===== config.mk =====
export PLATFORM = sky130hd
export DESIGN_NAME = mem_port_arbiter
export DESIGN_NICKNAME = d
export VERILOG_FILES = /design/src/rtl/mem_port_arbiter.sv
export SDC_FILE = /design/constraint.sdc
export NUM_CORES = 1
export LEC_CHECK = 0
export CAP_MARGIN = 20
export CORE_ASPECT_RATIO = 0.9
export CORE_MARGIN = 2
export CORE_UTILIZATION = 45
export DETAILED_ROUTE_END_ITERATION = 16
export GPL_TIMING_DRIVEN = 0
export PLACE_DENSITY = 0.87
export SYNTH_ARGS = -nofsm -noshare
export SYNTH_HDL_FRONTEND = slang
export SYNTH_SLANG_ARGS = --single-unit

===== constraint.sdc =====
create_clock -name clk -period 2.76 [get_ports clk]
set_clock_uncertainty 0.2 [all_clocks]
set_input_delay 0.69 -clock clk [delete_from_list [all_inputs] [get_ports clk]]
set_output_delay 0.69 -clock clk [all_outputs]
set_load 0.01 [all_outputs]

===== src/rtl/mem_port_arbiter.sv =====
// Arbiter sharing one single-port memory between instruction fetch and data access.
// One owner at a time: grant, WAIT_CYCLES of port activity, then a one-cycle ready pulse.
module mem_port_arbiter #(
    parameter int ADDR_W      = 32,
    parameter int DATA_W      = 32,
    parameter int WAIT_CYCLES = 2
) (
    input  logic              clk,
    input  logic              reset,
    input  logic              if_req,
    input  logic [ADDR_W-1:0] if_addr,
    output logic [DATA_W-1:0] if_rdata,
    output logic              if_ready,
    input  logic              dm_req,
    input  logic              dm_we,
    input  logic [ADDR_W-1:0] dm_addr,
    input  logic [DATA_W-1:0] dm_wdata,
    output logic [DATA_W-1:0] dm_rdata,
    output logic              dm_ready,
    output logic              mem_en,
    output logic              mem_we,
    output logic [ADDR_W-1:0] mem_addr,
    output logic [DATA_W-1:0] mem_wdata,
    input  logic [DATA_W-1:0] mem_rdata,
    output logic              stall_if,
    output logic              stall_mem
);

    localparam int                CNT_W    = $clog2(WAIT_CYCLES + 1);
    localparam logic [CNT_W-1:0]  CNT_LAST = CNT_W'(WAIT_CYCLES - 1);
    localparam logic [CNT_W-1:0]  CNT_ONE  = CNT_W'(1);

    localparam logic [1:0] S_IDLE   = 2'd0;
    localparam logic [1:0] S_ACCESS = 2'd1;
    localparam logic [1:0] S_RESP   = 2'd2;

    localparam logic OWN_IF = 1'b0;
    localparam logic OWN_DM = 1'b1;

    logic [1:0]        r_state;
    logic              r_owner;
    logic              r_last_grant;
    logic [CNT_W-1:0]  r_cnt;
    logic [ADDR_W-1:0] r_addr;
    logic              r_we;
    logic [DATA_W-1:0] r_wdata;
    logic [DATA_W-1:0] r_if_rdata;
    logic [DATA_W-1:0] r_dm_rdata;

    logic w_grant;
    logic w_grant_dm;
    logic w_done;

    // On a tie the requester that did not win last time gets the port.
    assign w_grant    = (r_state == S_IDLE) && (if_req || dm_req);
    assign w_grant_dm = dm_req && (!if_req || (r_last_grant == OWN_IF));
    assign w_done     = (r_state == S_ACCESS) && (r_cnt == CNT_LAST);

    always_ff @(posedge clk or negedge reset) begin
        if (!reset) begin
            r_state      <= S_IDLE;
            r_owner      <= OWN_IF;
            r_last_grant <= OWN_IF;
            r_cnt        <= '0;
            r_addr       <= '0;
            r_we         <= 1'b0;
            r_wdata      <= '0;
            r_if_rdata   <= '0;
            r_dm_rdata   <= '0;
        end else begin
            case (r_state)
                S_IDLE: begin
                    if (w_grant) begin
                        r_state      <= S_ACCESS;
                        r_cnt        <= '0;
                        r_owner      <= w_grant_dm ? OWN_DM : OWN_IF;
                        r_last_grant <= w_grant_dm ? OWN_DM : OWN_IF;
                        r_addr       <= w_grant_dm ? dm_addr : if_addr;
                        r_we         <= w_grant_dm ? dm_we : 1'b0;
                        r_wdata      <= dm_wdata;
                    end
                end
                S_ACCESS: begin
                    r_cnt <= r_cnt + CNT_ONE;
                    if (w_done) begin
                        r_state <= S_RESP;
                        if (!r_we) begin
                            if (r_owner == OWN_DM) r_dm_rdata <= mem_rdata;
                            else                   r_if_rdata <= mem_rdata;
                        end
                    end
                end
                S_RESP:  r_state <= S_IDLE;
                default: r_state <= S_IDLE;
            endcase
        end
    end

    assign mem_en    = (r_state == S_ACCESS);
    assign mem_we    = mem_en && r_we;
    assign mem_addr  = r_addr;
    assign mem_wdata = r_wdata;

    assign if_ready  = (r_state == S_RESP) && (r_owner == OWN_IF);
    assign dm_ready  = (r_state == S_RESP) && (r_owner == OWN_DM);
    assign if_rdata  = r_if_rdata;
    assign dm_rdata  = r_dm_rdata;

    // Stalls release in the ready cycle so the stage advances on the next edge.
    assign stall_if  = if_req && !if_ready;
    assign stall_mem = dm_req && !dm_ready;

endmodule


==> After elaboration in Yosys (flattened, before gate mapping) <==
Cells that the tools add are included.
{ "classes": {"n_eq_ne": 5, "add_sub_neg": 1, "bitwise": 2, "n_reduce_logical": 20, "mux": 8} }
{ "op_table": {"columns": ["operator", "n"], "rows": [
  ["32-bit two-way mux", 1],
  ["1-bit logical AND", 8],
  ["2-bit case mux with 2 select lines", 2],
  ["4-bit AND reduction", 2],
  ["2-bit two-way mux", 3],
  ["2-bit AND reduction", 3],
  ["2-bit by 1-bit equality test with 1-bit output (second input constant)", 2],
  ["1-bit zero test", 3],
  ["2-bit by 1-bit adder with 2-bit output (second input constant)", 1],
  ["2-bit equality test (second input constant)", 1],
  ["2-bit zero test", 1],
  ["1-bit logical OR", 2],
  ["1-bit two-way mux", 2],
  ["2-bit by 1-bit inequality test with 1-bit output (second input constant)", 1],
  ["2-bit inequality test (second input constant)", 1],
  ["1-bit NOT", 2],
  ["2-bit nonzero test", 1]
]} }
{ "totals": {"out_inout_bits": 134, "input_bits": 133, "word_cells": 44, "register_bits": 134} }

==> Logic depth before layout (Yosys ltp) <==
{ "depth": {"depth_word": 4, "mapped_depth": 6, "depth_no_buf": 4} }

==> Least setup slack after synthesis <==
No wires, ideal clock.
{ "synth_path": {"path_type": "input -> register", "from": "input dm_req", "to": "register r_addr[15] (netlist: mem_addr[15])", "path_stages": 5, "arrival_ns": 1.682, "path_buffers": 2, "setup_time_ns": 0.125, "required_time_ns": 2.435, "slack_ns": 0.753, "cell_sequence": "a21bo_1 -> buf_6 -> buf_8 -> mux2_4 -> mux2_4"} }
{ "synth_between": {"elab_chain_cells": 3, "word_cells_on_any_way": 5, "cone_classes": "mux (1); reduce/logical (4)"} }
{ "synth_rtl": {"columns": ["element", "line_no", "source"], "rows": [
  ["start: declaration", "14", "input logic dm_req,"],
  ["1-bit logical OR", "55", "assign w_grant = (r_state == S_IDLE) && (if_req || dm_req);"],
  ["1-bit logical AND", "55", null],
  ["2-bit AND reduction (no source line)", null, null],
  ["end signal: assignment", "78", "r_addr <= w_grant_dm ? dm_addr : if_addr;"],
  ["end: declaration", "44", "logic [ADDR_W-1:0] r_addr;"]
]} }
Several ways; a longest one is shown, not always the timed one.
A chain may end at the register's enable or synchronous reset.

==> Worst setup path after layout <==
{ "layout_path": {"from": "register r_state[1]", "to": "output mem_en"} }
{ "layout_between": {"elab_chain_cells": 1} }
{ "layout_rtl": {"columns": ["element", "line_no", "source"], "rows": [
  ["start: declaration", "40", "logic [1:0] r_state;"],
  ["start signal: assignment", "61", "r_state <= S_IDLE;"],
  ["start signal: assignment", "74", "r_state <= S_ACCESS;"],
  ["start signal: assignment", "86", "r_state <= S_RESP;"],
  ["2-bit by 1-bit equality test with 1-bit output", "99", "assign mem_en = (r_state == S_ACCESS);"],
  ["end: declaration", "20", "output logic mem_en,"]
]} }
No other way between the ends.

==> impl_metrics.ini <==
[status]
status = completed

[clock_network]
ctsRootBufferMaster = clkbuf_16
cts.clk_slew.worst_paths_ps = 50
clk_path_buf_depth = 2
hold_buffers = 0
cts.repair.resized = 2
htree_levels = 4
cts.sinks = 134
cts_setup_buffers = 0
cts_tree = yes
clk_latency_ps = 410
cts_buffers = 17

[route]
vias = 3936
viasPerCell = 4.92
wl_um = 14800
wl_per_cell_um = 18.6
drc = 0
first_iter_violations = 144
antenna_left = 0
dr.pass1.iters = 4

[logic_synthesis]
synth-edff-count = 0
async_reset_ff_share_pct = 100
synth.most_common_cell = dfrtp_1
synthTopCellsByCount = dfrtp_1 (134), mux2_2 (102), mux2_4 (58), buf_4 (7)
yosys_most_used_dff = dfrtp_1
yosysTopAreaCellShare_pct = 58.6
synthesis.area_um2 = 5720
synthesis.nets = 472
ys_seq_area_share_pct = 58.6
ys_warn_count = 0
yosys-top-cells-area = dfrtp_1 (59%), mux2_2 (20%), mux2_4 (15%)
netlist_instances = 338
avgSynthCellArea_um2 = 16.9
yosys.area.top_type = dfrtp_1
ys_types = 26
synth.ff_latch_count = 134

[setup_path]
start_kind = flip-flop
critPathMaxStageDelay_ps = 590
critPathTopFamily = buffers and inverters
worstPathArrival_ps = 1710
crit_required_ps = 1870
path_class = flip-flop to primary output
critPathCaptureType = primary output
slowest_stage = clkdlybuf4s50_1
worst-path-buf-inv = 2
path_cells = nand2b_4, inv_1, clkdlybuf4s50_1
critPathMaxFanout = 6

[timing]
drv_slew = 0
min_period_ps = 2600
finalHoldViolCount = 0
fmax_mhz = 384
post-route-period-util_pct = 94.3
rsz0062_at_grt = false
worstMarginPinSlew_ps = 454
whs_ps = 8.65
slew_headroom_pct = 69.7
finalSetupViolCount = 0

[floorplan]
num_rows = 39
die_y_um = 111
core_um2 = 12500
die_w_um = 123
io_pins = 267
fp.dieArea_um2 = 13600
initial_core_util_pct = 45.6

[power_and_ir_drop]
clkPwrFrac_pct = 21.2
p_int_mw = 7.83
pwr-share-seq_pct = 32.1
p_switching_mw = 3.28
p_comb_share_pct = 46.7
p_leak_nw = 3.98
swShare_pct = 29.5
ir_drop_mv = 0.721
power.density_nw_per_um2 = 1200
power_mw = 11.1

[cells_and_area]
final.fill_count = 803
drive_gt1_share_pct = 33.6
area_growth_pct = 61.5
stdcell_count = 800
diodes = 0
nNetsFinal = 758

[job]
maxCapViolCount = 0

[grt]
grt-ovfl-total = 0
grtUsageTotal_pct = 22.7
first_global_vias = 4515
grt_max_degree = 88
antenna_found_initial = 0
grt_pass1_wl_um = 23500

[min_path]
hp-class = input port to asynchronous set/reset pin

[place]
io_buffers = 266
hpwlAfterDp_um = 11100
place_congestion = 0.792
dp.cells = 769
flip-flops by register name (all words and copies together), names as in the netlist:
name	cells
dm_rdata	32
if_rdata	32
mem_addr	32
mem_wdata	32
r_cnt	2
r_last_grant	1
r_state	2
r_we	1
layer usage:
metal	share of wire, %	global-route usage, %
met3	8.8	9.31
met4	2.7	8.97
met1	38	25.1
met5	0	0
met2	50	38.5
layout make-up:
| type | instances | area, um2 | share of cell area, % |
|---|---|---|---|
| Buffer | 18 | 163 | 1.76 |
| Clock buffer | 18 | 439 | 4.75 |
| Clock inverter | 13 | 180 | 1.95 |
| Inverter | 2 | 7.51 | 0.0812 |
| Multi-Input combinational cell | 184 | 2200 | 23.8 |
| Sequential cell | 134 | 3350 | 36.3 |
| Tap cell | 164 | 205 | 2.22 |
| Timing Repair Buffer | 267 | 2690 | 29.1 |
kinds of logic (layout without fill, tap and decap cells):
family | count (synthesis) | count (layout) | share of synthesized area, %
flops | 134 | 134 | 58.6
simple gates | 14 | 14 | 1.90
fa+ha+maj | 1 | 1 | 0.219
compound gates | 9 | 9 | 1.03
buf+inv | 20 | 318 | 2.97
mux | 160 | 160 | 35.3
final timing paths:
kind / from / to / slack, ps / cells past startpoint
max: r_state[1] / mem_en / 160 / 3
min: reset / if_rdata[6] / 9 / 1
max reg2reg: r_state[0] / mem_wdata[20] / 700 / 5
min reg2reg: if_rdata[19] / if_rdata[19] / 300 / 1
max in group asynchronous: reset / dm_rdata[17] / 1580 / 2
min in group clk: if_rdata[19] / if_rdata[19] / 300 / 1
power by group through the flow:
stage | Sequential [mW] | Combinational, mW | Clock [mW]
floorplan | 3.98 | 2.07 | 0
global placement | 3.50 | 5.10 | 0
detailed placement | 3.58 | 5.22 | 0
CTS | 3.56 | 5.26 | 2.39
global route | 3.69 | 5.50 | 2.49
finish | 3.56 | 5.19 | 2.35
worst reg2reg max path: cells and delay by family (launching register included):
family	cells	cell delay (ps)
flops	1	440
compound gates	1	230
mux	1	360
simple gates	1	280
buf+inv	2	430
metrics by stage:
step | utilization (%) | TNS, ps | instance area [um2] | worst slack (ps)
after floorplan | - | 0 | 5720 | 753
after global placement | 68.5 | -567570 | 8590 | -4240
after detailed placement | 68.7 | -178 | 8620 | -106
after CTS | 73.7 | 0 | 9240 | 4.79
after global routing | 73.7 | 0 | 9240 | 48.7
final | 73.7 | 0 | 9240 | 159
layout by cell type (no fill, tap or decap), types with 3 or more instances in the layout:
cell type        synthesis  layout
bufinv_16                0       4
mux2_2                 102     102
mux2_4                  58      58
clkbuf_16                0      17
clkinv_2                 0       4
buf_2                    4       4
buf_4                    7       7
clkinvlp_4               0       3
o21ai_0                  3       3
dfrtp_1                134     134
nand2_1                  3       3
buf_8                    3       3
buf_6                    4       5
clkdlybuf4s50_1          0     262
(Power assumes the default switching activity.)
